## src/rtl/dmem_access_unit_if.sv

```systemverilog
`default_nettype none
// ============================================================================
// Module   : dmem_access_unit_if
// Brief    : Single-outstanding req/ack data-memory bus between the M-stage
//            access unit (master) and the data memory (slave).
// Revision : 1.0 - initial release
// ============================================================================
interface dmem_access_unit_if #(
  parameter int ADDR_W = 32
);
  logic              mem_req;
  logic              mem_we;
  logic [ADDR_W-1:0] mem_addr;
  logic [31:0]       mem_wdata;
  logic [3:0]        mem_be;
  logic              mem_ack;
  logic [31:0]       mem_rdata;

  modport master (
    output mem_req, mem_we, mem_addr, mem_wdata, mem_be,
    input  mem_ack, mem_rdata
  );

  modport slave (
    input  mem_req, mem_we, mem_addr, mem_wdata, mem_be,
    output mem_ack, mem_rdata
  );
endinterface
`default_nettype wire

```

## src/rtl/dmem_access_unit.sv

```systemverilog
`default_nettype none
// ============================================================================
// Module   : dmem_access_unit
// Brief    : RV32I memory-stage load/store controller: issues one bus
//            transaction per access, formats loads and stalls via Ready.
// Revision : 1.0 - initial release
// ============================================================================
module dmem_access_unit #(
  parameter int ADDR_W = 32
) (
  input  wire logic              clk,
  input  wire logic              rst,
  input  wire logic              MemReadM,
  input  wire logic              MemWriteM,
  input  wire logic [ADDR_W-1:0] ALUResultM,
  input  wire logic [31:0]       WriteDataM,
  input  wire logic [2:0]        funct3M,
  output logic                   Ready,
  output logic [31:0]            ReadDataM,
  output logic                   AccessFaultM,
  dmem_access_unit_if.master     bus
);

  typedef enum logic [1:0] {
    IDLE = 2'd0,
    BUSY = 2'd1,
    DONE = 2'd2
  } state_t;

  state_t            r_state;
  state_t            w_next;
  logic              w_access;
  logic              w_fault;
  logic              w_start;
  logic              w_is_half;
  logic              w_is_word;
  logic [1:0]        w_lane;
  logic [3:0]        w_be;
  logic [31:0]       w_wdata;
  logic [7:0]        w_byte;
  logic [15:0]       w_half;
  logic [31:0]       w_load;

  logic              r_req;
  logic              r_we;
  logic [ADDR_W-1:0] r_addr;
  logic [31:0]       r_wdata;
  logic [3:0]        r_be;
  logic [2:0]        r_funct3;
  logic [1:0]        r_lane;
  logic [31:0]       r_rdata;

  // Access decode for the instruction currently sitting in M.
  always_comb begin
    w_access  = MemReadM | MemWriteM;
    w_lane    = ALUResultM[1:0];
    w_is_half = (funct3M[1:0] == 2'b01);
    w_is_word = (funct3M[1:0] == 2'b10);
    w_fault   = (MemReadM & MemWriteM)
              | (funct3M == 3'b011)
              | (funct3M[2:1] == 2'b11)
              | (MemWriteM & (funct3M == 3'b100))
              | (w_is_half & ALUResultM[0])
              | (w_is_word & (|ALUResultM[1:0]));
    case (funct3M[1:0])
      2'b00:   begin w_be = 4'b0001 << w_lane; w_wdata = {4{WriteDataM[7:0]}};  end
      2'b01:   begin w_be = 4'b0011 << w_lane; w_wdata = {2{WriteDataM[15:0]}}; end
      default: begin w_be = 4'b1111;           w_wdata = WriteDataM;            end
    endcase
  end

  // Lane selection uses the address captured at issue, not the live M inputs.
  always_comb begin
    w_byte = bus.mem_rdata[{r_lane, 3'b000} +: 8];
    w_half = bus.mem_rdata[{r_lane[1], 4'b0000} +: 16];
    case (r_funct3)
      3'b000:  w_load = {{24{w_byte[7]}}, w_byte};
      3'b100:  w_load = {24'd0, w_byte};
      3'b001:  w_load = {{16{w_half[15]}}, w_half};
      3'b101:  w_load = {16'd0, w_half};
      default: w_load = bus.mem_rdata;
    endcase
  end

  always_ff @(posedge clk or negedge rst) begin
    if (!rst) begin
      r_state <= IDLE;
    end else begin
      r_state <= w_next;
    end
  end

  always_comb begin
    w_next       = r_state;
    w_start      = 1'b0;
    Ready        = 1'b0;
    AccessFaultM = 1'b0;
    case (r_state)
      IDLE: begin
        if (!w_access) begin
          Ready = 1'b1;
        end else if (w_fault) begin
          Ready        = 1'b1;
          AccessFaultM = 1'b1;
        end else begin
          w_start = 1'b1;
          w_next  = BUSY;
        end
      end
      BUSY: begin
        if (bus.mem_ack) begin
          w_next = DONE;
        end
      end
      DONE: begin
        Ready  = 1'b1;
        w_next = IDLE;
      end
      default: w_next = IDLE;
    endcase
    // Reset must release the pipeline even while an access is presented.
    if (!rst) begin
      Ready        = 1'b1;
      AccessFaultM = 1'b0;
      w_start      = 1'b0;
    end
  end

  always_ff @(posedge clk or negedge rst) begin
    if (!rst) begin
      r_req    <= 1'b0;
      r_we     <= 1'b0;
      r_addr   <= '0;
      r_wdata  <= 32'd0;
      r_be     <= 4'd0;
      r_funct3 <= 3'd0;
      r_lane   <= 2'd0;
      r_rdata  <= 32'd0;
    end else if (w_start) begin
      r_req    <= 1'b1;
      r_we     <= MemWriteM;
      r_addr   <= {ALUResultM[ADDR_W-1:2], 2'b00};
      r_wdata  <= w_wdata;
      r_be     <= w_be;
      r_funct3 <= funct3M;
      r_lane   <= w_lane;
    end else if ((r_state == BUSY) && bus.mem_ack) begin
      r_req    <= 1'b0;
      r_rdata  <= w_load;
    end
  end

  assign bus.mem_req   = r_req;
  assign bus.mem_we    = r_we;
  assign bus.mem_addr  = r_addr;
  assign bus.mem_wdata = r_wdata;
  assign bus.mem_be    = r_be;
  assign ReadDataM     = AccessFaultM ? 32'd0 : r_rdata;

endmodule
`default_nettype wire

```

## src/flat_wrapper.sv

```systemverilog
// flat-port wrapper written by rule: the top's interface ports become plain ports
module dmem_access_unit_flat 
#(
  parameter int ADDR_W = 32
)
  (clk, rst, MemReadM, MemWriteM, ALUResultM, WriteDataM, funct3M, Ready, ReadDataM, AccessFaultM, bus_mem_req, bus_mem_we, bus_mem_addr, bus_mem_wdata, bus_mem_be, bus_mem_ack, bus_mem_rdata);
  dmem_access_unit_if #(.ADDR_W(ADDR_W)) bus_i ();
  input  wire logic clk;
  input  wire logic rst;
  input  wire logic MemReadM;
  input  wire logic MemWriteM;
  input  wire logic [ADDR_W-1:0] ALUResultM;
  input  wire logic [31:0] WriteDataM;
  input  wire logic [2:0] funct3M;
  output logic Ready;
  output logic [31:0] ReadDataM;
  output logic AccessFaultM;
  output wire logic [$bits(bus_i.mem_req)-1:0] bus_mem_req;
  output wire logic [$bits(bus_i.mem_we)-1:0] bus_mem_we;
  output wire logic [$bits(bus_i.mem_addr)-1:0] bus_mem_addr;
  output wire logic [$bits(bus_i.mem_wdata)-1:0] bus_mem_wdata;
  output wire logic [$bits(bus_i.mem_be)-1:0] bus_mem_be;
  input wire logic [$bits(bus_i.mem_ack)-1:0] bus_mem_ack;
  input wire logic [$bits(bus_i.mem_rdata)-1:0] bus_mem_rdata;
  assign bus_mem_req = bus_i.mem_req;
  assign bus_mem_we = bus_i.mem_we;
  assign bus_mem_addr = bus_i.mem_addr;
  assign bus_mem_wdata = bus_i.mem_wdata;
  assign bus_mem_be = bus_i.mem_be;
  assign bus_i.mem_ack = bus_mem_ack;
  assign bus_i.mem_rdata = bus_mem_rdata;
  dmem_access_unit #(.ADDR_W(ADDR_W)) u_core (.clk(clk), .rst(rst), .MemReadM(MemReadM), .MemWriteM(MemWriteM), .ALUResultM(ALUResultM), .WriteDataM(WriteDataM), .funct3M(funct3M), .Ready(Ready), .ReadDataM(ReadDataM), .AccessFaultM(AccessFaultM), .bus(bus_i));
endmodule
```

## config.mk

```make
export PLATFORM = sky130hd
export DESIGN_NAME = dmem_access_unit_flat
export DESIGN_NICKNAME = d
export VERILOG_FILES = /design/src/rtl/dmem_access_unit_if.sv /design/src/rtl/dmem_access_unit.sv /design/src/flat_wrapper.sv
export SDC_FILE = /design/constraint.sdc
export NUM_CORES = 1
export LEC_CHECK = 0
export CORE_MARGIN = 2
export CORE_UTILIZATION = 38
export CTS_CLUSTER_DIAMETER = 120
export DETAILED_ROUTE_END_ITERATION = 16
export GPL_TIMING_DRIVEN = 0
export PLACE_DENSITY = 0.8
export SLEW_MARGIN = 5
export SYNTH_ARGS = -nofsm -noshare
export SYNTH_HDL_FRONTEND = slang
export SYNTH_SLANG_ARGS = --single-unit
```

## constraint.sdc

```tcl
create_clock -name clk -period 4.1 [get_ports clk]
set_input_delay 0.615 -clock clk [delete_from_list [all_inputs] [get_ports clk]]
set_output_delay 0.615 -clock clk [all_outputs]
set_load 0.01 [all_outputs]
```

# Word-level counts from Yosys, hierarchy flattened
# Cells that the tools add are included.
# op_classes
n_addsub	0
mul	0
div	0
n_lt_le_gt_ge	0
eq_ne	13
shifts	4
mux	21
bitwise	11
reduce_logical	8
# ops
cell	count
$pmux 32 s4	1
$pmux 32 s2	1
$mux 32	1
$shiftx 32x6->16	1
$shiftx 32x6->8	1
$mux 1	12
$eq 3x3->1 const B	3
$pmux 4 s2	1
$eq 2x2->1 const B	3
$mux 2	3
$or 1x1->1	6
$and 1x1->1	4
$eq 2x1->1 const B	2
$logic_not 2->1	2
$ne 2x2->1 const B	2
$pmux 2 s2	1
$shl 1x2->4 const A	1
$shl 2x2->4 const A	1
$eq 3x1->1 const B	1
$eq 3x2->1 const B	1
$logic_not 3->1	1
$reduce_and 3->1	1
$ne 2x1->1 const B	1
$pmux 1 s2	1
5 further kinds	5
# word_totals
reg_bits	107
latch_bits	0
ramBits	0
mem_bits_ro	0
inputBits	104
output_inout_bits	104
wordCells	66
mem_count	0

# Logic depth before layout (Yosys ltp)
# Gate-level depths: netlist (run 1).
# logic_depth
depth_word	12
depth_mapped	6
mapped_depth_nobuf	5

# Worst setup path before layout (run 1)
# Ideal clock, no wire load.
# synth_path
path_kind	input port to output port
start	in MemWriteM
end	out ReadDataM[22]
t_arrival_ns	1.929
t_required_ns	3.485
slack_ns	1.556
cell_stages	5
path_cell_list	nor2_1 or4b_1 a31oi_1 clkbuf_1 nor2b_1
# synth_between
elab_chain_len	11
# synth_rtl
item	line	source
from (decl)	flat_wrapper.sv:11	input wire logic MemWriteM;
$and 1x1->1	dmem_access_unit.sv:59	w_fault = (MemReadM & MemWriteM)
$or 1x1->1	dmem_access_unit.sv:60	| (funct3M == 3'b011)
$or 1x1->1	dmem_access_unit.sv:61	| (funct3M[2:1] == 2'b11)
$or 1x1->1	dmem_access_unit.sv:62	| (MemWriteM & (funct3M == 3'b100))
$or 1x1->1	dmem_access_unit.sv:63	| (w_is_half & ALUResultM[0])
$or 1x1->1	dmem_access_unit.sv:64	| (w_is_word & (|ALUResultM[1:0]));
$mux 1	dmem_access_unit.sv:102	end else if (w_fault) begin
$mux 1 (*)	dmem_access_unit.sv:100	if (!w_access) begin
$mux 1 (*)	dmem_access_unit.sv:98	case (r_state)
$mux 1 (*)	dmem_access_unit.sv:122	if (!rst) begin
net AccessFaultM	flat_wrapper.sv:17	output logic AccessFaultM;
$mux 32 (*)	dmem_access_unit.sv:158	assign ReadDataM = AccessFaultM ? 32'd0 : r_rdata;
to (decl)	flat_wrapper.sv:16	output logic [31:0] ReadDataM;
# Mark *: on every way through the listed nets, which the timed path passes. The rest lies on a longest branch.

# Worst setup path in the final report (run 1)
# layout_path
start	in MemWriteM
end	out ReadDataM[6]
# layout_between
elab_chain_len	11
# layout_rtl
item	line
$and 1x1->1	dmem_access_unit.sv:59
$or 1x1->1	dmem_access_unit.sv:60
$or 1x1->1	dmem_access_unit.sv:61
$or 1x1->1	dmem_access_unit.sv:62
$or 1x1->1	dmem_access_unit.sv:63
$or 1x1->1	dmem_access_unit.sv:64
$mux 1	dmem_access_unit.sv:102
$mux 1 (*)	dmem_access_unit.sv:100
$mux 1 (*)	dmem_access_unit.sv:98
$mux 1 (*)	dmem_access_unit.sv:122
$mux 32 (*)	dmem_access_unit.sv:158
# Every way passes the cells marked *; elsewhere a longest branch is shown, timed or not.

==> results.json, run 1 <==
{
  "status": "finished, final reports clean",
  "grt_pass1_vias": 4480,
  "reg2reg_slack_ns": 2.00,
  "ys_types": 40,
  "clock_path_buffers": 2,
  "synth-async-reset-ratio_pct": 100.0,
  "cp.required_ns": 3.48,
  "post_synth.cell_area_avg_um2": 11.26,
  "crit_arrival_ns": 3.32,
  "place_ws_ns": 0.02855,
  "cts.sinks": 107,
  "setup_violations": 0,
  "ant_nets": 0,
  "globalplace.congestion": 0.8689,
  "fillers": 1132,
  "clock_latency_ns": 0.35,
  "drt_iter0_drc": 192,
  "die_area_mm2": 0.01473,
  "grt-ovfl-total": 0,
  "post-synth-top-count-cell": "dfrtp_1",
  "crit_type": "input pin to output port",
  "path_cells": "clkdlybuf4s50_1, nor2_1, or4b_1, a31oi_2, clkbuf_1, nor2b_1, clkdlybuf4s50_1",
  "num_rows": 42,
  "track_usage_pct": 20.81,
  "rr_worst_depth": 6,
  "hold_viol": 0,
  "viasPerCell": 5.238,
  "drive_above_1_share_pct": 8.017,
  "die_width_um": 121.4,
  "placeableCoreArea_mm2": 0.01335,
  "synth_commonest_cells": "dfrtp_1, mux2_1, nor2b_1",
  "peakVddDrop_mv": 0.3026,
  "cts_tree": "built",
  "grt_max_degree": 59,
  "netlist.area_leader.share_pct": 51.14,
  "yosys-top-cells-area": "dfrtp_1, mux2_1, mux2_2",
  "ys.flop_type": "dfrtp_1",
  "ys_seq_area_share_pct": 51.14,
  "tightest_slew_ns": 0.8500,
  "whs_ns": 0.3030,
  "fmax_mhz": 254.1,
  "dr.pass1.iters": 5,
  "slew_headroom_pct": 43.12,
  "antennaDiodeCount": 0,
  "path_clk_slew_ns": 0.07,
  "powerDensity_mw_per_mm2": 602.8,
  "portBuffers": 203,
  "ctsHtreeMaxLevel": 3,
  "grt_pass1_wl_mm": 23.73,
  "min_period_over_period_pct": 95.99,
  "synthesis.area_mm2": 0.005236,
  "antenna_found_initial": 0,
  "end_kind": "output port",
  "leakage_nw": 3.298,
  "wl_per_cell_um": 17.77,
  "slew_violations": 0,
  "slowest_delay_ns": 0.51,
  "drc": 0,
  "skew_ns": 0.007248,
  "synth_edf_count": 0,
  "hp-class": "input pin to asynchronous set/reset pin",
  "path_delay_family": "buffers and inverters",
  "critical_path_buf_inv_count": 3,
  "r2r_end": "u_core.r_rdata[5]",
  "syn_inst": 465,
  "crit_path_max_fanout": 10,
  "layout.area.seq_mm2": 0.002678,
  "ys_ff_latch": 107,
  "place_hpwl_mm": 11.73,
  "routed_wl_mm": 15.32,
  "r2r_start": "u_core.r_lane[1]",
  "rsz0062_at_grt": "no",
  "cpMaxStageDelayCell": "clkdlybuf4s50_1",
  "synth_top_area_cell": "dfrtp_1",
  "cts_made_buffers": 9,
  "pin_count": 208,
  "area_growth_pct": 49.58,
  "initial_utilization_pct": 39.23,
  "crit_top_cell": "clkdlybuf4s50_1",
  "setup_ws_ns": 0.1645,
  "vias": 4515,
  "maxCapViolCount": 0,
  "cts_root_buffer": "clkbuf_16",
  "fin_nets": 785,
  "die_h_um": 121.4,
  "multiInputGateArea_mm2": 0.002407,
  "critical_path.startpoint_type": "input pin",
  "fin_crit_ns": 3.935,
  "yosys_warnings": 0
}
[per-stage QoR]
| step | TNS [ns] | power (mW) | std cells | utilization [%] | cell area (um2) |
|---|---|---|---|---|---|
| 4_1_cts | 0 | 4.761 | 862 | 58.63 | 7826 |
| 5_1_grt | 0 | 4.992 | 862 | 58.68 | 7833 |
| 6_report | 0 | 4.721 | 862 | 58.68 | 7833 |
| 3_3_place_gp | -446.60 | 3.772 | 845 | 56.13 | 7492 |
| 2_1_floorplan | 0 | 2.638 | 466 | - | 5240 |
| 3_5_place_dp | 0 | 3.836 | 846 | 56.32 | 7517 |
[area by class of cell]
cell class,count,area share [%]
sequential,107,34.19
multi-input combinational,321,30.73
tap,176,2.811
buffer,34,1.869
clock inverter,6,1.022
timing repair buffer,204,26.26
clock buffer,10,2.923
inverter,4,0.1917
[cells by family after synthesis]
group / Yosys count / share of synthesized area, %
compound gates: 61 / 7.623
buf+inv: 38 / 3.082
flops: 107 / 51.14
mux: 105 / 22.44
other cells: 1 / 0.07162
simple gates: 153 / 15.65
[state kept, by name, summed over array words and instances, names as in the netlist]
register	cells
u_core.r_state	2
u_core.bus.mem_req	1
u_core.r_lane	2
u_core.bus.mem_be	4
u_core.r_rdata	32
u_core.bus.mem_wdata	32
u_core.bus.mem_addr	30
u_core.r_funct3	3
u_core.bus.mem_we	1
[per-layer routing]
metal | share of wire, % | vias up | wire length [um] | GRT usage, %
met5 | 0 | - | 0 | 0
met4 | 1.6 | 0 | 246 | 6.897
met3 | 8.8 | 20 | 1347 | 6.203
met2 | 48 | 219 | 7355 | 34.66
met1 | 42 | 2200 | 6373 | 25.86
li1 | - | 2076 | - | -
[how the worst max path moves through the flow]
stage / start / endpoint / cells after the start
2_1_floorplan: MemWriteM / ReadDataM[22] / 5
3_3_place_gp: rst / ReadDataM[8] / 6
3_5_place_dp: rst / ReadDataM[6] / 6
4_1_cts: rst / ReadDataM[6] / 6
5_1_grt: rst / ReadDataM[8] / 6
6_report: MemWriteM / ReadDataM[6] / 7
[what timing repair did]
item,in CTS,in global routing
setup buffers,0,0
endpoints found under the setup margin,0,30
hold buffers,0,0
resized for setup,0,1
hold endpoints to repair,0,0
[worst reg2reg max path, stage by stage, from the launching register on]
cell      delay, ns
dfrtp_1        0.42
clkbuf_1       0.42
clkbuf_1       0.48
mux2i_1        0.33
nor2_1         0.08
o21bai_1       0.17
a21oi_1        0.08
[placed cells by master, fill, tap and decap left out, types with 2 or more instances in the layout]
cell	netlist	routed
nand2b_1	6	6
clkinv_2	0	4
nor2_1	18	18
buf_2	9	9
dfrtp_1	107	107
nor2b_1	36	36
a311oi_1	5	5
nor3_1	4	4
a21oi_1	16	16
nand2_1	33	33
o21bai_1	5	5
inv_1	4	4
clkdlybuf4s50_1	0	202
o21ai_0	20	20
mux2_1	68	68
o2111a_1	2	2
clkbuf_16	0	9
and3_1	4	4
buf_1	5	5
buf_4	2	3
nand3b_1	12	12
nand3_1	34	34
clkbuf_1	18	19
o32a_1	2	2
conb_1	1	2
bufinv_16	0	2
mux2_2	21	21
a221oi_1	3	3
mux2i_1	15	15
[where the power goes]
group / internal (mW) / switching [mW] / leakage [nW]
logic: 1.19 / 0.877 / 1.85
registers: 1.50 / 0.247 / 1.29
clock network: 0.531 / 0.381 / 0.156
(Power assumes the default switching activity.)
==> run 2: changes to the inputs <==
--- a/config.mk
+++ b/config.mk
@@ -15,3 +15,4 @@
 export SYNTH_ARGS = -nofsm -noshare
 export SYNTH_HDL_FRONTEND = slang
 export SYNTH_SLANG_ARGS = --single-unit
+export TNS_END_PERCENT = 20
==> results of run 2 <==
The final DEF is identical to that of run 1; final timing and power are the same.
==> run 3: changes to the inputs <==
--- a/config.mk
+++ b/config.mk
@@ -5,12 +5,12 @@
 export SDC_FILE = /design/constraint.sdc
 export NUM_CORES = 1
 export LEC_CHECK = 0
-export CORE_MARGIN = 2
-export CORE_UTILIZATION = 38
+export CORE_MARGIN = 3
+export CORE_UTILIZATION = 47
 export CTS_CLUSTER_DIAMETER = 120
 export DETAILED_ROUTE_END_ITERATION = 16
 export GPL_TIMING_DRIVEN = 0
-export PLACE_DENSITY = 0.8
+export PLACE_DENSITY = 0.94
 export SLEW_MARGIN = 5
 export SYNTH_ARGS = -nofsm -noshare
 export SYNTH_HDL_FRONTEND = slang
==> run 3 against run 2 <==
Total power decreased by 3.6%. Critical path depth fell by 1. Utilization is 14 points higher. Largest power group unchanged. Highest routed layer unchanged. Sequential power hardly changed.
==> results.json, run 3 (synthesis results as in run 1) <==
{
  "status": "finished, final reports clean",
  "area_growth_pct": 47.10,
  "drive_above_1_share_pct": 8.455,
  "clock_latency_ns": 0.36,
  "grt_pass1_wl_mm": 25.01,
  "antenna_found_initial": 0,
  "cts.sinks": 107,
  "final_cell_mix": "clkdlybuf4s50_1, dfrtp_1, mux2_1, nor2b_1, nand3_1",
  "placeableCoreArea_mm2": 0.01056,
  "crit_type": "input pin to output port",
  "placed_cell_area_mm2": 0.007467,
  "path_clk_slew_ns": 0.10,
  "end_kind": "output port",
  "drt_iter0_drc": 265,
  "powerDensity_mw_per_mm2": 591.0,
  "rsz0062_at_grt": "no",
  "num_rows": 37,
  "p_total_mw": 4.552,
  "cts_tree": "built",
  "cts_made_buffers": 9,
  "cp.required_ns": 3.48,
  "antennaDiodeCount": 0,
  "setup-tns-final_ns": 0,
  "fin_util_pct": 72.97,
  "skew_ns": 0.01393,
  "slew_headroom_pct": 38.64,
  "cts_resized": 2,
  "cts_root_buffer": "clkbuf_8",
  "multiInputGateArea_mm2": 0.002407,
  "fmax_mhz": 264.9,
  "critical_path.startpoint_type": "input pin",
  "leakage_nw": 3.260,
  "hold_viol": 0,
  "setup_violations": 0,
  "ant_nets": 0,
  "wl_per_cell_um": 18.67,
  "grt_pass1_vias": 4848,
  "final_area_mm2": 0.007702,
  "portBuffers": 203,
  "globalplace.congestion": 0.9210,
  "ctsHoldBuffers": 0,
  "routed_wl_mm": 15.35,
  "dr.pass1.iters": 5,
  "die_width_um": 111.6,
  "fillers": 718,
  "vias": 4508,
  "grt_max_degree": 70,
  "die_area_mm2": 0.01244,
  "fin_nets": 785,
  "slew_violations": 0,
  "initial_utilization_pct": 49.61,
  "peakVddDrop_mv": 0.3824,
  "ctsHtreeMaxLevel": 3,
  "grt-ovfl-total": 0,
  "track_usage_pct": 25.03,
  "pin_count": 208,
  "layout.area.seq_mm2": 0.002678,
  "cts_setup_buffers": 0,
  "die_h_um": 111.6,
  "place_hpwl_mm": 11.92,
  "clock_path_buffers": 2,
  "min_period_over_period_pct": 92.07,
  "maxCapViolCount": 0,
  "crit_arrival_ns": 3.16,
  "tightest_slew_ns": 0.9170,
  "crit_path_max_fanout": 69,
  "hp-class": "input pin to asynchronous set/reset pin",
  "fin_crit_ns": 3.775,
  "layout_commonest_cell": "clkdlybuf4s50_1",
  "drc": 0,
  "reg2reg_slack_ns": 2.01,
  "viasPerCell": 5.484
}
[run 3: cell count changes in the layout (fill, tap and decap cells not counted), moves of 2 or more]
cell / delta
clkbuf_1: -3
clkbuf_2: +2
clkbuf_8: +9
clkinv_2: -3
clkbuf_16: -9
inv_6: +2
[run 3: worst paths after layout]
kind	from	endpoint	cells past startpoint
hold / removal	rst	u_core.r_rdata[1]	1
max in group asynchronous	rst	u_core.bus.mem_wdata[24]	2
min in group clk	u_core.r_rdata[1]	u_core.r_rdata[1]	2
hold reg to reg	u_core.r_rdata[1]	u_core.r_rdata[1]	2
setup reg to reg	u_core.r_state[0]	u_core.bus.mem_wdata[9]	4
setup / recovery	rst	AccessFaultM	6
[run 3: stage by stage]
stage          setup slack (ns)  hold WS (ns)  cells
6_report                 0.3252        0.1521    822
5_1_grt                  0.1479        0.1564    822
4_1_cts                 0.06160        0.2350    822
3_5_place_dp           -0.08735        0.4683    806
3_3_place_gp             -3.253        0.4601    805
2_1_floorplan             1.556        0.3194    466
[run 3: report_power, final]
group | switching (mW) | leakage, nW | internal (mW) | total (mW)
clock | 0.368 | 0.110 | 0.349 | 0.716
sequential | 0.260 | 1.29 | 1.49 | 1.75
combinational | 0.892 | 1.86 | 1.19 | 2.08
total | 1.52 | 3.26 | 3.03 | 4.55
[run 3: final cells by class]
cell class              instances  share of cell area [%]
repair buffers                204                   26.75
multi-input cells             321                   31.25
well taps                     136                   2.209
plain buffers                  34                   1.933
inverters                       4                  0.1949
clock buffers                   9                   1.608
clock inverters                 7                   1.283
flip-flops and latches        107                   34.76
[run 3: metal layers]
metal / track usage, % / up-vias / part of all wire, %
li1: - / 2075 / -
met2: 44.15 / 227 / 50
met1: 29.45 / 2184 / 38
met5: 0 / - / 0
met3: 7.174 / 22 / 9.3
met4: 8.110 / 0 / 2.0
[run 3: critical path: stages]
cell and delay [ns]:
buf_6 0.32, buf_16 0.34, or4b_1 0.50, a31oi_2 0.36
clkbuf_1 0.37, clkdlybuf4s50_1 0.61
